==> src/rtl/m68k_bus_responder.sv <==
// Slave end of the asynchronous 68000 bus: turns each CPU bus cycle into one req/ack device
// transaction, answers IACK with autovector. Define M68K_BERR_TIMEOUT_EN for bus-error timeout.
module m68k_bus_responder #(
    parameter int WAIT_STATES = 0,
    parameter int TIMEOUT     = 64
) (
    input  logic        clk,
    input  logic        reset_n,
    input  logic [23:0] a_in,
    input  logic [15:0] cpu_dout,
    output logic [15:0] cpu_din,
    input  logic        as_n,
    input  logic        uds_n,
    input  logic        lds_n,
    input  logic        r_w_n,
    input  logic [2:0]  fc,
    output logic        dtack_n,
    output logic        berr_n,
    output logic        avec_n,
    output logic        dev_req,
    output logic        dev_we,
    output logic [1:0]  dev_be,
    output logic [22:0] dev_addr,
    output logic [15:0] dev_wdata,
    input  logic [15:0] dev_rdata,
    input  logic        dev_ack
);
    localparam logic [3:0] WAIT_LOAD = 4'(WAIT_STATES);

    typedef enum logic [2:0] {
        S_IDLE,
        S_REQ,
        S_WAIT,
        S_ACK,
        S_IACK
`ifdef M68K_BERR_TIMEOUT_EN
        , S_BERR
`endif
    } state_e;

    state_e      state_q, state_d;
    logic [3:0]  wait_q, wait_d;
    logic        dtack_n_q, dtack_n_d;
    logic        avec_n_q, avec_n_d;
    logic        dev_req_q, dev_req_d;
    logic        dev_we_q, dev_we_d;
    logic [1:0]  dev_be_q, dev_be_d;
    logic [22:0] dev_addr_q, dev_addr_d;
    logic [15:0] dev_wdata_q, dev_wdata_d;
    logic [15:0] cpu_din_q, cpu_din_d;

`ifdef M68K_BERR_TIMEOUT_EN
    localparam logic [7:0] TMO_LAST = 8'(TIMEOUT - 1);
    logic [7:0] tmo_q, tmo_d;
    logic       berr_n_q, berr_n_d;
`else
    logic [7:0] unused_timeout;
    assign unused_timeout = 8'(TIMEOUT);
`endif

    logic is_iack;
    logic any_strobe;
    logic unused_a0;

    assign is_iack    = (fc == 3'b111) && (a_in[19:16] == 4'hF);
    assign any_strobe = ~uds_n | ~lds_n;
    assign unused_a0  = a_in[0];

    always_comb begin
        // NOTE: every _d starts as its _q so no path through the case leaves a latch behind.
        state_d     = state_q;
        wait_d      = wait_q;
        dtack_n_d   = dtack_n_q;
        avec_n_d    = avec_n_q;
        dev_req_d   = dev_req_q;
        dev_we_d    = dev_we_q;
        dev_be_d    = dev_be_q;
        dev_addr_d  = dev_addr_q;
        dev_wdata_d = dev_wdata_q;
        cpu_din_d   = cpu_din_q;
`ifdef M68K_BERR_TIMEOUT_EN
        tmo_d       = tmo_q;
        berr_n_d    = berr_n_q;
`endif

        case (state_q)
            S_IDLE: begin
                if (!as_n) begin
                    if (is_iack) begin
                        avec_n_d = 1'b0;
                        state_d  = S_IACK;
                    end else if (any_strobe) begin
                        // Writes arrive with strobes one cycle after AS; we simply wait for them.
                        dev_addr_d  = a_in[23:1];
                        dev_be_d    = {~uds_n, ~lds_n};
                        dev_we_d    = ~r_w_n;
                        dev_wdata_d = cpu_dout;
                        dev_req_d   = 1'b1;
                        state_d     = S_REQ;
`ifdef M68K_BERR_TIMEOUT_EN
                        tmo_d       = 8'd0;
`endif
                    end
                end
            end

            S_REQ: begin
                if (dev_ack) begin
                    dev_req_d = 1'b0;
                    if (!dev_we_q) cpu_din_d = dev_rdata;
                    wait_d  = WAIT_LOAD;
                    state_d = (WAIT_LOAD != 4'd0) ? S_WAIT : S_ACK;
                end else if (as_n) begin
                    dev_req_d = 1'b0;
                    state_d   = S_IDLE;
                end
`ifdef M68K_BERR_TIMEOUT_EN
                else if (tmo_q == TMO_LAST) begin
                    dev_req_d = 1'b0;
                    berr_n_d  = 1'b0;
                    state_d   = S_BERR;
                end else begin
                    tmo_d = tmo_q + 8'd1;
                end
`endif
            end

            S_WAIT: begin
                wait_d = wait_q - 4'd1;
                if (as_n) state_d = S_IDLE;
                else if (wait_q == 4'd1) state_d = S_ACK;
            end

            S_ACK: begin
                dtack_n_d = as_n;
                if (as_n) state_d = S_IDLE;
            end

            S_IACK: begin
                if (as_n) begin
                    avec_n_d = 1'b1;
                    state_d  = S_IDLE;
                end
            end

`ifdef M68K_BERR_TIMEOUT_EN
            S_BERR: begin
                if (as_n) begin
                    berr_n_d = 1'b1;
                    state_d  = S_IDLE;
                end
            end
`endif

            default: state_d = S_IDLE;
        endcase
    end

    // NOTE: non-blocking assignments keep every flop sampling pre-edge values, whatever the order.
    always_ff @(posedge clk or negedge reset_n) begin
        if (!reset_n) begin
            // NOTE: only control and output flops exist here; all of them take reset values.
            state_q     <= S_IDLE;
            wait_q      <= 4'd0;
            dtack_n_q   <= 1'b1;
            avec_n_q    <= 1'b1;
            dev_req_q   <= 1'b0;
            dev_we_q    <= 1'b0;
            dev_be_q    <= 2'b00;
            dev_addr_q  <= 23'd0;
            dev_wdata_q <= 16'd0;
            cpu_din_q   <= 16'd0;
`ifdef M68K_BERR_TIMEOUT_EN
            tmo_q       <= 8'd0;
            berr_n_q    <= 1'b1;
`endif
        end else begin
            state_q     <= state_d;
            wait_q      <= wait_d;
            dtack_n_q   <= dtack_n_d;
            avec_n_q    <= avec_n_d;
            dev_req_q   <= dev_req_d;
            dev_we_q    <= dev_we_d;
            dev_be_q    <= dev_be_d;
            dev_addr_q  <= dev_addr_d;
            dev_wdata_q <= dev_wdata_d;
            cpu_din_q   <= cpu_din_d;
`ifdef M68K_BERR_TIMEOUT_EN
            tmo_q       <= tmo_d;
            berr_n_q    <= berr_n_d;
`endif
        end
    end

    assign dtack_n   = dtack_n_q;
    assign avec_n    = avec_n_q;
    assign dev_req   = dev_req_q;
    assign dev_we    = dev_we_q;
    assign dev_be    = dev_be_q;
    assign dev_addr  = dev_addr_q;
    assign dev_wdata = dev_wdata_q;
    assign cpu_din   = cpu_din_q;
`ifdef M68K_BERR_TIMEOUT_EN
    assign berr_n    = berr_n_q;
`else
    assign berr_n    = 1'b1;
`endif

endmodule

==> config.mk <==
export PLATFORM = sky130hd
export DESIGN_NAME = m68k_bus_responder
export DESIGN_NICKNAME = d
export VERILOG_FILES = /design/src/rtl/m68k_bus_responder.sv
export SDC_FILE = /design/constraint.sdc
export NUM_CORES = 1
export LEC_CHECK = 0
export BUFFER_PORTS_ARGS = -buffer_cell sky130_fd_sc_hd__clkbuf_2
export CORE_UTILIZATION = 45
export CTS_CLUSTER_SIZE = 20
export DETAILED_ROUTE_END_ITERATION = 10
export PLACE_DENSITY = 0.77
export SYNTH_ARGS = -nofsm -noshare
export SYNTH_HDL_FRONTEND = slang
export SYNTH_SLANG_ARGS = --single-unit
==> constraint.sdc <==
create_clock -name clk -period 2.2 [get_ports clk]
set_input_delay 0.11 -clock clk [delete_from_list [all_inputs] [get_ports clk]]
set_output_delay 0.11 -clock clk [all_outputs]
set_load 0.05 [all_outputs]
; Word-level counts from Yosys, hierarchy flattened
; Cells that the tools add are included.
[op_classes]
add_sub_neg = 1
mul = 0
div_mod_pow = 0
magnitude_cmp = 0
n_eq_ne = 16
shifts = 0
n_mux = 20
bitwise = 7
n_reduce_logical = 12
[ops]
columns = cell, count
row1 = $mux 3, 7
row2 = $ne 2x2->1 const B, 6
row3 = $pmux 3 s4, 1
row4 = $ne 3x3->1 const B, 3
row5 = $mux 1, 8
row6 = $pmux 4 s2, 1
row7 = $reduce_and 4->1, 2
row8 = $eq 3x2->1 const B, 2
row9 = $eq 3x3->1 const B, 2
row10 = $not 1->1, 6
row11 = $reduce_and 3->1, 2
row12 = $reduce_bool 2->1, 3
row13 = $reduce_and 5->1, 1
row14 = $eq 4x1->1 const B, 1
row15 = $eq 4x4->1 const B, 1
row16 = $mux 4, 1
row17 = $pmux 1 s2, 2
row18 = $sub 4x1->4 const B, 1
row19 = $eq 3x1->1 const B, 1
row20 = $logic_not 3->1, 1
row21 = $reduce_and 2->1, 1
row22 = $reduce_or 2->1, 1
row23 = $logic_and 1x1->1, 1
row24 = $or 1x1->1, 1
[word_totals]
ff_bits = 68
latch_bits = 0
ramBits = 0
mem_bits_ro = 0
inputBits = 66
out_inout_bits = 62
memories = 0

; Logic depth before layout (Yosys ltp)
[logic_depth]
depth_word = 6
mapped_depth = 5
ltp_nobuf = 5

; Worst setup path before layout
; OpenSTA, ideal clock, no wires.
[synth_path]
path_kind = register to register
startpoint = reg dev_we_q, in the netlist dev_we
endpoint = reg cpu_din_q[0], in the netlist cpu_din[0]
arrival_time_ns = 1.556
t_required_ns = 2.075
slack_ns = 0.519
path_stages_with_launch = 4
path_buffers = 1
synth_period_minus_slack_ns = 1.681
cell_sequence = dfrtp_1 > nor4_4 > buf_6 > mux2_2
[synth_between]
elab_chain_len = 2
[synth_lines]
columns = element, line
row1 = start: declaration, 46  ; logic dev_we_q, dev_we_d;
row2 = start signal: assignment, 183  ; dev_we_q <= dev_we_d;
row3 = $not 1->1 (no source line), n/a
row4 = $reduce_and 3->1 (no source line), n/a
row5 = end signal: assignment, 187  ; cpu_din_q <= cpu_din_d;
row6 = end: declaration, 50  ; logic [15:0] cpu_din_q, cpu_din_d;
; Every way passes these cells.
; A chain may end at the register's enable or synchronous reset.

; Worst setup path after layout
[layout_path]
startpoint = reg state_q[2]
endpoint = reg dev_addr_q[8], in the netlist dev_addr[8]
[layout_between]
elab_chain_len = 2
[layout_lines]
columns = element, line
row1 = start: declaration, 41  ; state_e state_q, state_d;
row2 = start signal: assignment, 178  ; state_q <= state_d;
row3 = $logic_not 3->1, 86  ; case (state_q)
row4 = $reduce_and 4->1 (no source line), n/a
row5 = end signal: assignment, 185  ; dev_addr_q <= dev_addr_d;
row6 = end: declaration, 48  ; logic [22:0] dev_addr_q, dev_addr_d;
; Every way passes these cells.

==> flow_summary.ini <==
[critical_path]
critPathLaunchType = register
worst-path-max-fanout = 26
critPathLaunch = state_q[2]$_DFFE_PN0P_
crit_arrival_ns = 1.97
critPathCaptureType = register
reg2reg_from = state_q[2]$_DFFE_PN0P_
cp.required_ns = 2.42
path_class = reg2reg

[global_routing]
grt_max_degree = 29
grt.overflow.total = 0
grt_pass1_wl_mm = 11.0
grt_pass1_vias = 2291
antenna_found_initial = 0
track_usage_pct = 23.3

[place]
numPortBuffers = 125
dp.cells = 391
hpwl_mm = 4.27
place_congestion = 0.783

[timing]
drv_slew = 0
maxSlewHeadroom_pct = 52.8
finalSetupViolations = 0
rsz0062_at_grt = false
hold_viol_final = 0
period_share_pct = 79.7
layout_min_cycle_time_ns = 1.75
fmax_ghz = 0.570
tightest_slew_ns = 0.707
setup-tns-final_ns = 0
fin_skew_ns = 0.0112

[yosys]
yosysWarnings = 0
syn-instance-count = 194
yosys.area.top_type_share_pct = 59.3
ys_types = 29
synth_area_sq_um = 2790
synth_area_leaders = dfrtp_1, mux2_2, a21oi_1
synthFlopType = dfrtp_1
synth_nets = 262
synth_edf_count = 0
avgSynthCellArea_sq_um = 14.4
yosysTopAreaCell = dfrtp_1
ys_seq_area_share_pct = 61.2
ys_async_sr_fraction_pct = 100
ys_seq_elements = 68

[power_and_ir_drop]
vdd_drop_max_v = 0.00117
leakagePower_nw = 2.04
power.density_nw_per_um2 = 1710

[floorplan]
die_area_sq_um = 6510
die_w_um = 80.7
rows = 28
pin_count = 128
start_util_pct = 46.8
dieHeight_um = 80.7
coreArea_sq_um = 5960

[layout]
mostFrequentLayoutCell = clkbuf_2
fin_nets = 444
layout_common_cells = clkbuf_2, dfrtp_1, mux2_2
fin_cells = 456
area_delta_synth_final_pct = 50.0
drive_above_1_share_pct = 55.1
diodes = 0
final_util_pct = 70.1

[clock_tree]
cts_tree = done
cts_resized = 0
cts_made_buffers = 9
clkTransAtPathRegs_ns = 0.08
cts_root_buf = clkbuf_8
htree_levels = 3
cts_sinks = 68
clk_latency_ns = 0.34
clk_path_buf_depth = 2

[route]
ant_nets = 0
via_per_inst = 4.94
wire_per_inst_um = 15.2
first_iter_violations = 77
drt-pass1-iter-count = 5
drc = 0
wl_mm = 6.92
via_count = 2254

[min_path]
min_from = dev_rdata[9]
hold_class = in2reg

[flow_run]
cap_violations = 0

[status]
status = finished clean
==> sequential cells by signal, summed over array words and instances (netlist names) <==
register	cells
avec_n	1
cpu_din	16
dev_addr	23
dev_be	2
dev_req	1
dev_wdata	16
dev_we	1
dtack_n	1
state_q	3
wait_q	4
==> per-stage QoR <==
stage / area [sq um] / total power, mW / hold WS, ns / setup slack, ns
after global routing: 4180 / 7.50 / 0.00338 / 0.352
final: 4180 / 7.15 / 0.00768 / 0.446
after detailed placement: 3480 / 6.04 / 0.156 / 0.462
after CTS: 4140 / 7.14 / 0.000155 / 0.445
after global placement: 3480 / 5.94 / 0.151 / 0.496
after floorplan: 2790 / 5.19 / -0.186 / 0.519
==> layer usage <==
layer  track usage, %  routed length, um  part of all wire, %
met2             40.2               3710                   54
met4             11.3                215                  3.1
met5                0                  0                    0
met3             7.84                343                  5.0
met1             25.7               2650                   38
==> critical path, cell delays in order, from the launching register on <==
cell and delay (ns):
dfrtp_1 0.66, nor3_4 0.14, o211ai_4 0.10, buf_4 0.34, mux2_2 0.38
==> repair_timing <==
action / in CTS / in global routing
hold buffers: 45 / 4
hold endpoints to repair: 66 / 4
buffers inserted: 0 / 0
==> area by class of cell <==
class,instances,area (sq um)
Fill cell,433,1780
Clock buffer,14,193
Inverter,4,15.0
Timing Repair Buffer,179,1170
Multi-Input combinational cell,114,991
Tap cell,75,93.8
Clock inverter,2,15.0
Sequential cell,68,1700
==> path summary, 6_finish.rpt <==
kind,end,cells after the start,slack [ns]
min,cpu_din[9]$_DFFE_PN0P_,2,0.008
min reg2reg,dev_be[0]$_DFFE_PN0P_,2,0.49
max reg2reg,dev_addr[8]$_DFFE_PN0P_,4,0.45
max,dev_addr[8]$_DFFE_PN0P_,4,0.45
min in group asynchronous,dev_addr[19]$_DFFE_PN0P_,2,0.32
max in group asynchronous,cpu_din[8]$_DFFE_PN0P_,3,1.22
==> logic make-up (layout without fill, tap and decap cells) <==
| kind of cell | Yosys count | after routing | synth area share (%) |
|---|---|---|---|
| flops | 68 | 68 | 61.2 |
| compound gates | 25 | 25 | 5.71 |
| other cells | 1 | 1 | 0.135 |
| buf+inv | 12 | 199 | 3.23 |
| simple gates | 31 | 31 | 6.60 |
| fa+ha+maj | 2 | 2 | 0.898 |
| mux | 55 | 55 | 22.2 |
==> report_power, final <==
group | internal [mW] | switching (mW)
sequential | 1.87 | 0.388
clock | 0.564 | 0.468
combinational | 1.11 | 2.75
total | 3.54 | 3.60
==> cell usage after synthesis, drive strengths merged, types with 3 or more instances <==
master	n
nand2	7
inv	4
a21oi	13
buf	7
nor2	9
dfrtp	66
nand3	4
o21ai	5
nor3	3
mux2	55
Power figures use the tool's default switching activity.
